File: config.mk
export PLATFORM = sky130hd
export DESIGN_NAME = lift5_req_latch
export DESIGN_NICKNAME = d
export VERILOG_FILES = /design/src/rtl/lift5_pkg.sv /design/src/rtl/lift5_dwell_timer.sv /design/src/rtl/lift5_req_latch.sv
export SDC_FILE = /design/constraint.sdc
export NUM_CORES = 1
export LEC_CHECK = 0
export CORE_MARGIN = 2
export CORE_UTILIZATION = 35
export DETAILED_ROUTE_END_ITERATION = 8
export RECOVER_POWER = 25
export SYNTH_ARGS = -nofsm -noshare
export SYNTH_HDL_FRONTEND = slang
export SYNTH_SLANG_ARGS = --single-unit
File: constraint.sdc
create_clock -name clk -period 4.6 [get_ports clk]
set_input_delay 1.38 -clock clk [delete_from_list [all_inputs] [get_ports clk]]
set_output_delay 1.38 -clock clk [all_outputs]
set_load 0.005 [all_outputs]
File: src/rtl/lift5_pkg.sv
// Shared constants for the five-floor lift: floor codes, travel direction,
// and the request-latch state encoding.
package lift5_pkg;

  localparam int NFLOORS = 5;

  localparam logic [2:0] FL_A = 3'd0;
  localparam logic [2:0] FL_B = 3'd1;
  localparam logic [2:0] FL_C = 3'd2;
  localparam logic [2:0] FL_D = 3'd3;
  localparam logic [2:0] FL_E = 3'd4;

  localparam logic DIR_UP   = 1'b1;
  localparam logic DIR_DOWN = 1'b0;

  typedef enum logic {
    ST_IDLE  = 1'b0,
    ST_DWELL = 1'b1
  } state_t;

  // Codes 5..7 can appear on the floor bus but name no floor.
  function automatic logic floor_valid(input logic [2:0] f);
    return (f <= FL_E);
  endfunction

endpackage

File: src/rtl/lift5_dwell_timer.sv
// Door dwell down-counter: load sets DWELL-1, otherwise counts down to 0 and holds.
// cnt_zero is combinational from the count register; no backpressure.
module lift5_dwell_timer
  import lift5_pkg::*;
#(
  parameter int DWELL = 4,
  parameter int CNT_W = 8
) (
  input  logic clk,
  input  logic rst,
  input  logic load,
  output logic cnt_zero
);

  localparam logic [CNT_W-1:0] RELOAD = CNT_W'(DWELL - 1);

  logic [CNT_W-1:0] cnt;

  always_ff @(posedge clk) begin
    if (rst) begin
      cnt <= '0;
    end else if (load) begin
      cnt <= RELOAD;
    end else if (cnt != '0) begin
      cnt <= cnt - 1'b1;
    end
  end

  assign cnt_zero = (cnt == '0);

endmodule

File: src/rtl/lift5_req_latch.sv
// Latches call-button presses as level requests and clears each after the car has dwelt DWELL cycles at that floor.
// Requests visible one cycle after the press; the current floor's request is held through dwell to pin the car.
module lift5_req_latch
  import lift5_pkg::*;
#(
  parameter int DWELL = 4,
  parameter int CNT_W = 8
) (
  input  logic       clk,
  input  logic       rst,
  input  logic [4:0] btn,
  input  logic [2:0] floor,
  output logic       ra,
  output logic       rb,
  output logic       rc,
  output logic       rd,
  output logic       re,
  output logic       door_open,
  output logic [2:0] svc_floor
);

  logic [NFLOORS-1:0] req;
  logic [NFLOORS-1:0] req_nxt;
  logic [NFLOORS-1:0] btn_q;
  logic [NFLOORS-1:0] press;
  logic [NFLOORS-1:0] clr;
  state_t             state;
  state_t             state_nxt;
  logic               door_nxt;
  logic [2:0]         svc_nxt;
  logic               load;
  logic               cnt_zero;
  logic               floor_req;

  assign press     = btn & ~btn_q;
  assign floor_req = floor_valid(floor) ? req[floor] : 1'b0;

  lift5_dwell_timer #(
    .DWELL (DWELL),
    .CNT_W (CNT_W)
  ) u_timer (
    .clk      (clk),
    .rst      (rst),
    .load     (load),
    .cnt_zero (cnt_zero)
  );

  always_comb begin
    state_nxt = state;
    door_nxt  = door_open;
    svc_nxt   = svc_floor;
    clr       = '0;
    load      = 1'b0;
    case (state)
      ST_IDLE: begin
        if (floor_req) begin
          state_nxt = ST_DWELL;
          svc_nxt   = floor;
          door_nxt  = 1'b1;
          load      = 1'b1;
        end
      end
      ST_DWELL: begin
        if (floor != svc_floor) begin
          // Car moved under an open door: drop the dwell, keep the request.
          state_nxt = ST_IDLE;
          door_nxt  = 1'b0;
        end else if (press[svc_floor]) begin
          load = 1'b1;
        end else if (cnt_zero) begin
          clr[svc_floor] = 1'b1;
          door_nxt       = 1'b0;
          state_nxt      = ST_IDLE;
        end
      end
      default: begin
        state_nxt = ST_IDLE;
        door_nxt  = 1'b0;
      end
    endcase
    // A press landing on the clearing edge wins, so the request survives.
    req_nxt = (req & ~clr) | press;
  end

  always_ff @(posedge clk) begin
    if (rst) begin
      req       <= '0;
      btn_q     <= '0;
      state     <= ST_IDLE;
      door_open <= 1'b0;
      svc_floor <= '0;
    end else begin
      req       <= req_nxt;
      btn_q     <= btn;
      state     <= state_nxt;
      door_open <= door_nxt;
      svc_floor <= svc_nxt;
    end
  end

  assign ra = req[FL_A];
  assign rb = req[FL_B];
  assign rc = req[FL_C];
  assign rd = req[FL_D];
  assign re = req[FL_E];

endmodule

# Yosys cells after proc, flatten, opt, wreduce, memory -nomap -nowiden
# Index checks and enable logic that the tools add are counted.
[op_classes]
add_sub_neg = 1
n_mul = 0
n_div = 0
n_lt_le_gt_ge = 4
eq_ne = 4
shifts = 0
mux = 26
n_bitwise = 6
n_reduce_logical = 7
[ops]
columns = ["cell", "count"]
rows = [
  ["$mux W5", 4],
  ["$mux W1", 14],
  ["$and A5 B5 Y5", 2],
  ["$not A5 Y5", 2],
  ["$logic_not A8 Y1", 1],
  ["$lt A3 B4 Y1 const B", 2],
  ["$reduce_bool A8 Y1", 1],
  ["$sub A8 B1 Y8 const B", 1],
  ["$bmux W1 S3", 2],
  ["$pmux W1 S2", 3],
  ["$or A5 B5 Y5", 1],
  ["$mux W2", 2],
  ["$demux W1 S3", 1],
  ["$ge A3 B1 Y1 const B", 1],
  ["$le A3 B3 Y1 const B", 1],
  ["$ne A3 B1 Y1 const B", 1],
  ["$ne A3 B3 Y1", 1],
  ["$ne A3 B3 Y1 const B", 1],
  ["$reduce_and A3 Y1", 1],
  ["$ne A2 B2 Y1 const B", 1],
  ["$reduce_and A2 Y1", 1],
  ["$reduce_bool A2 Y1", 1],
  ["$reduce_or A2 Y1", 1],
  ["$logic_and A1 B1 Y1", 1],
  ["$not A1 Y1", 1],
]
[word_totals]
register_bits = 23
latchBits = 0
ram_bits = 0
mem_bits_ro = 0
in_bits = 10
out_inout_bits = 9
elab_cells = 55
memories = 0

# Logic depth before layout (Yosys ltp)
[depth]
depth_word = 11
mapped_depth = 5
ltp_nobuf = 5

# Hierarchy
# From an unflattened synthesis, not the netlist that was laid out.
[hier_totals]
cells_unflattened = 122
hier_area_um2 = 1141.1
[modules_own_cells]
columns = ["mod", "n_inst", "cells_per_inst", "area_each_um2", "seq_area_each_um2"]
rows = [
  ["lift5_req_latch", 1, 80, 768.2, 300.3],
  ["lift5_dwell_timer", 1, 42, 372.9, 160.2],
]

# Least setup slack after synthesis
# No wires, ideal clock.
[synth_timing]
path_type = "input to register"
startpoint = "in floor[0]"
endpoint = "reg u_timer.cnt[7]"
setup_ns = 0.087
arrival_time_ns = 2.645
t_required_ns = 4.513
path_slack_ns = 1.869
cell_stages = 4
n_path_buf = 0
path_cell_list = "mux4_2 or2_4 a22o_4 nor4b_4"
[synth_between]
elab_chain_len = 6
elab_cells_between_ends = 9
classes_between = "1 x order compare; 1 x eq/ne; 6 x mux; 1 x reduce/logical"
[synth_lines]
columns = ["item", "line_no", "source"]
rows = [
  ["start, declared", "lift5_req_latch.sv:12", "input logic [2:0] floor,"],
  ["$bmux W1 S3", "lift5_req_latch.sv:36", "assign floor_req = floor_valid(floor) ? req[floor] : 1'b0;"],
  ["$mux W1 (implied by the code)", "lift5_req_latch.sv:36", ""],
  ["$mux W1", "lift5_req_latch.sv:36", ""],
  ["$mux W1", "lift5_req_latch.sv:56", "if (floor_req) begin"],
  ["$pmux W1 S2 *", "lift5_req_latch.sv:54", "case (state)"],
  ["$reduce_or A2 Y1 (no line) *", "--", ""],
  ["end signal, assigned", "lift5_dwell_timer.sv:25", "cnt <= cnt - 1'b1;"],
  ["end, declared", "lift5_dwell_timer.sv:17", "logic [CNT_W-1:0] cnt;"],
]
# Mark *: on every way between the ends. The rest lies on a longest branch, timed or not. The select of a mux whose other input is x is not followed.
# A chain may end at the register's enable or synchronous reset.

# Final worst setup path
# Same ends and word-level chain as after synthesis.

==> impl_metrics.json <==
{
  "die_w_um": 62.58,
  "ff2ff_path_depth": 4,
  "period_minus_slack_ps": 3060,
  "rsz0062_at_grt": "false",
  "netlist_area_um2": 1201,
  "clockBufferDepth": 2,
  "postSynthAreaPerCell_um2": 9.458,
  "syn_nets": 139,
  "cts_hold_buf": 0,
  "synth_top_area_cell": "dfxtp_1",
  "timing.rr.start": "u_timer.cnt[6]",
  "grt_pass1_vias": 971,
  "drt_first_pass_iters": 4,
  "io_pins": 19,
  "via_count": 988,
  "place_hpwl_um": 1869,
  "fin_tns_setup_ps": 0,
  "crit_path_cell_trace": "clkdlybuf4s50_1, mux4_2, or2_4, a22o_4, nor4b_4",
  "gp_congestion": 0.9160,
  "path_depth": 5,
  "post_drt_wl_per_cell_um": 13.22,
  "worst_pin_slew_ps": 833.1,
  "arrival_ps": 3300,
  "yosysSeqAreaShare": 0.3833,
  "hold_violations": 0,
  "drive_gt1_frac": 0.09722,
  "p_total_w": 0.0006323,
  "maxCapViolCount": 0,
  "num_rows": 21,
  "final_util": 0.4316,
  "synth_cell_type_count": 45,
  "startpoint": "floor[0]",
  "r2r-end": "req[4]",
  "post-cts-setup-buffers": 0,
  "p_per_area_nw_per_um2": 442.5,
  "cts_max_level": 1,
  "yosys.area.top_type_share": 0.3833,
  "portBuffers": 18,
  "yosys-top-cells-area": "dfxtp_1, xnor2_1, nor2b_1",
  "cts.clk_slew.worst_paths_ps": 130,
  "synthCells": 127,
  "clk_latency_ps": 310,
  "area_growth_pct": 18.96,
  "drtIter0Drc": 42,
  "core_area_um2": 3311,
  "ys_ff_latch": 23,
  "grtUsageTotal": 0.1378,
  "antenna_found_initial": 0,
  "cts_sinks": 23,
  "setup_violations": 0,
  "die-area_um2": 3916,
  "cp_data_required_time_ps": 4840,
  "max_slew_margin": 0.4427,
  "r2r_slack_ps": 2630,
  "ys_dominant_reg_cell": "dfxtp_1",
  "crit_buf_inv": 1,
  "max-vdd-ir-drop_mv": 0.1694,
  "finalNetCount": 157,
  "fin_ws_ps": 1540,
  "clock.fmax_ghz": 0.3268,
  "cts_buffers": 3,
  "slowest_delay_ps": 550,
  "postRouteWirelength_um": 2512,
  "diodes": 0,
  "worst-setup-path-type": "input port to flip-flop",
  "ys_warn_count": 0,
  "drc": 0,
  "avgViaCountPerCell": 5.200,
  "fin_crit_sh": 0.6652,
  "dpl_cell_area_um2": 1403,
  "grt_pass1_wl_um": 4388,
  "fin_skew_ps": 2.670,
  "synth-edff-count": 0,
  "cts_tree": "built",
  "outcome": "finished, final reports clean",
  "start_kind": "input port",
  "ant_nets": 0,
  "crit_fanout": 6,
  "cts_resized": 0,
  "worstSetupEndpoint": "u_timer.cnt[7]",
  "dpl_worst_slack_ps": 1204,
  "crit_family": "buffers and inverters",
  "end_kind": "flip-flop",
  "slowest_stage": "clkdlybuf4s50_1",
  "ys_async_sr_fraction": 0,
  "post-synth-top-count-cell": "dfxtp_1",
  "min_path_type": "flip-flop to flip-flop",
  "ys_top_cells_by_count": "dfxtp_1, nor2_1, nor2b_1",
  "grt_max_degree": 21,
  "start_util": 0.3628,
  "leakagePower_nw": 0.5111,
  "finalMaxSlewViolations": 0,
  "design_area_um2": 1429,
  "fp.dieH_um": 62.58,
  "grt-ovfl-total": 0,
  "cts_root_buf": "clkbuf_4"
}
cells by family after synthesis:
kind of cell	synth area share
simple gates	0.2740
buf+inv	0.04895
fa+ha+maj	0.02083
flops	0.3833
compound gates	0.1781
xor+xnor	0.05834
mux	0.03646
how the worst min path moves through the flow:
stage            from      to  slack [ps]  cells after the start
4_1_cts        req[4]  req[4]         520                      2
2_1_floorplan  req[4]  req[4]         470                      2
6_report       req[4]  req[4]         510                      2
3_5_place_dp   req[4]  req[4]         500                      2
3_3_place_gp   req[4]  req[4]         490                      2
5_1_grt        req[4]  req[4]         550                      2
area by class of cell:
type / count / area (um2)
Fill cell: 348 / 1882
Multi-Input combinational cell: 93 / 681.9
Sequential cell: 23 / 460.4
Timing Repair Buffer: 18 / 180.2
Tap cell: 46 / 57.56
Clock buffer: 4 / 26.28
Inverter: 6 / 22.52
worst min-delay path: cells and delay by family (launching register included):
family / cells / cell delay (ps)
compound gates: 1 / 60
buf+inv: 1 / 60
flops: 1 / 350
metrics by stage:
step           std cells  hold WS, ps
2_1_floorplan        127        470.0
3_3_place_gp         186        489.2
3_5_place_dp         186        500.1
4_1_cts              190        518.3
5_1_grt              190        554.1
6_report             190        511.1
state kept, by name (all words and copies together) (netlist names):
signal,count
door_open,1
state,1
svc_floor,3
u_timer.cnt,8
req,5
btn_q,5
metal layers:
layer	vias up	routed length, um	GRT usage	share of wire
li1	503	-	-	-
met1	466	1256	0.1732	0.50
met2	15	1135	0.2204	0.45
met3	4	77	0.03784	0.031
met4	0	43	0.06111	0.017
met5	-	0	0	0
layout by cell type (no fill, tap or decap), types with 2 or more instances in the layout:
cell type        count
clkdlybuf4s50_1     14
ha_1                 2
xor2_1               2
o21ai_0              3
xnor2_1              6
dlygate4sd3_1        4
nand2b_1             2
nand3_1              5
a31oi_1              4
nor2b_1              8
a21oi_1              6
clkbuf_4             3
a211oi_1             3
nand4bb_1            2
a21boi_1             2
o31ai_1              2
nor4b_1              2
nor3_1               5
nand2_1              3
nor2_1              10
inv_1                6
nor4_1               4
dfxtp_1             23
power by group:
group          switching, W  internal (W)  leakage, nW
clock network     0.0000621     0.0000339       0.0150
logic              0.000133      0.000129        0.306
registers         0.0000384      0.000235        0.190
Power figures use the tool's default switching activity.
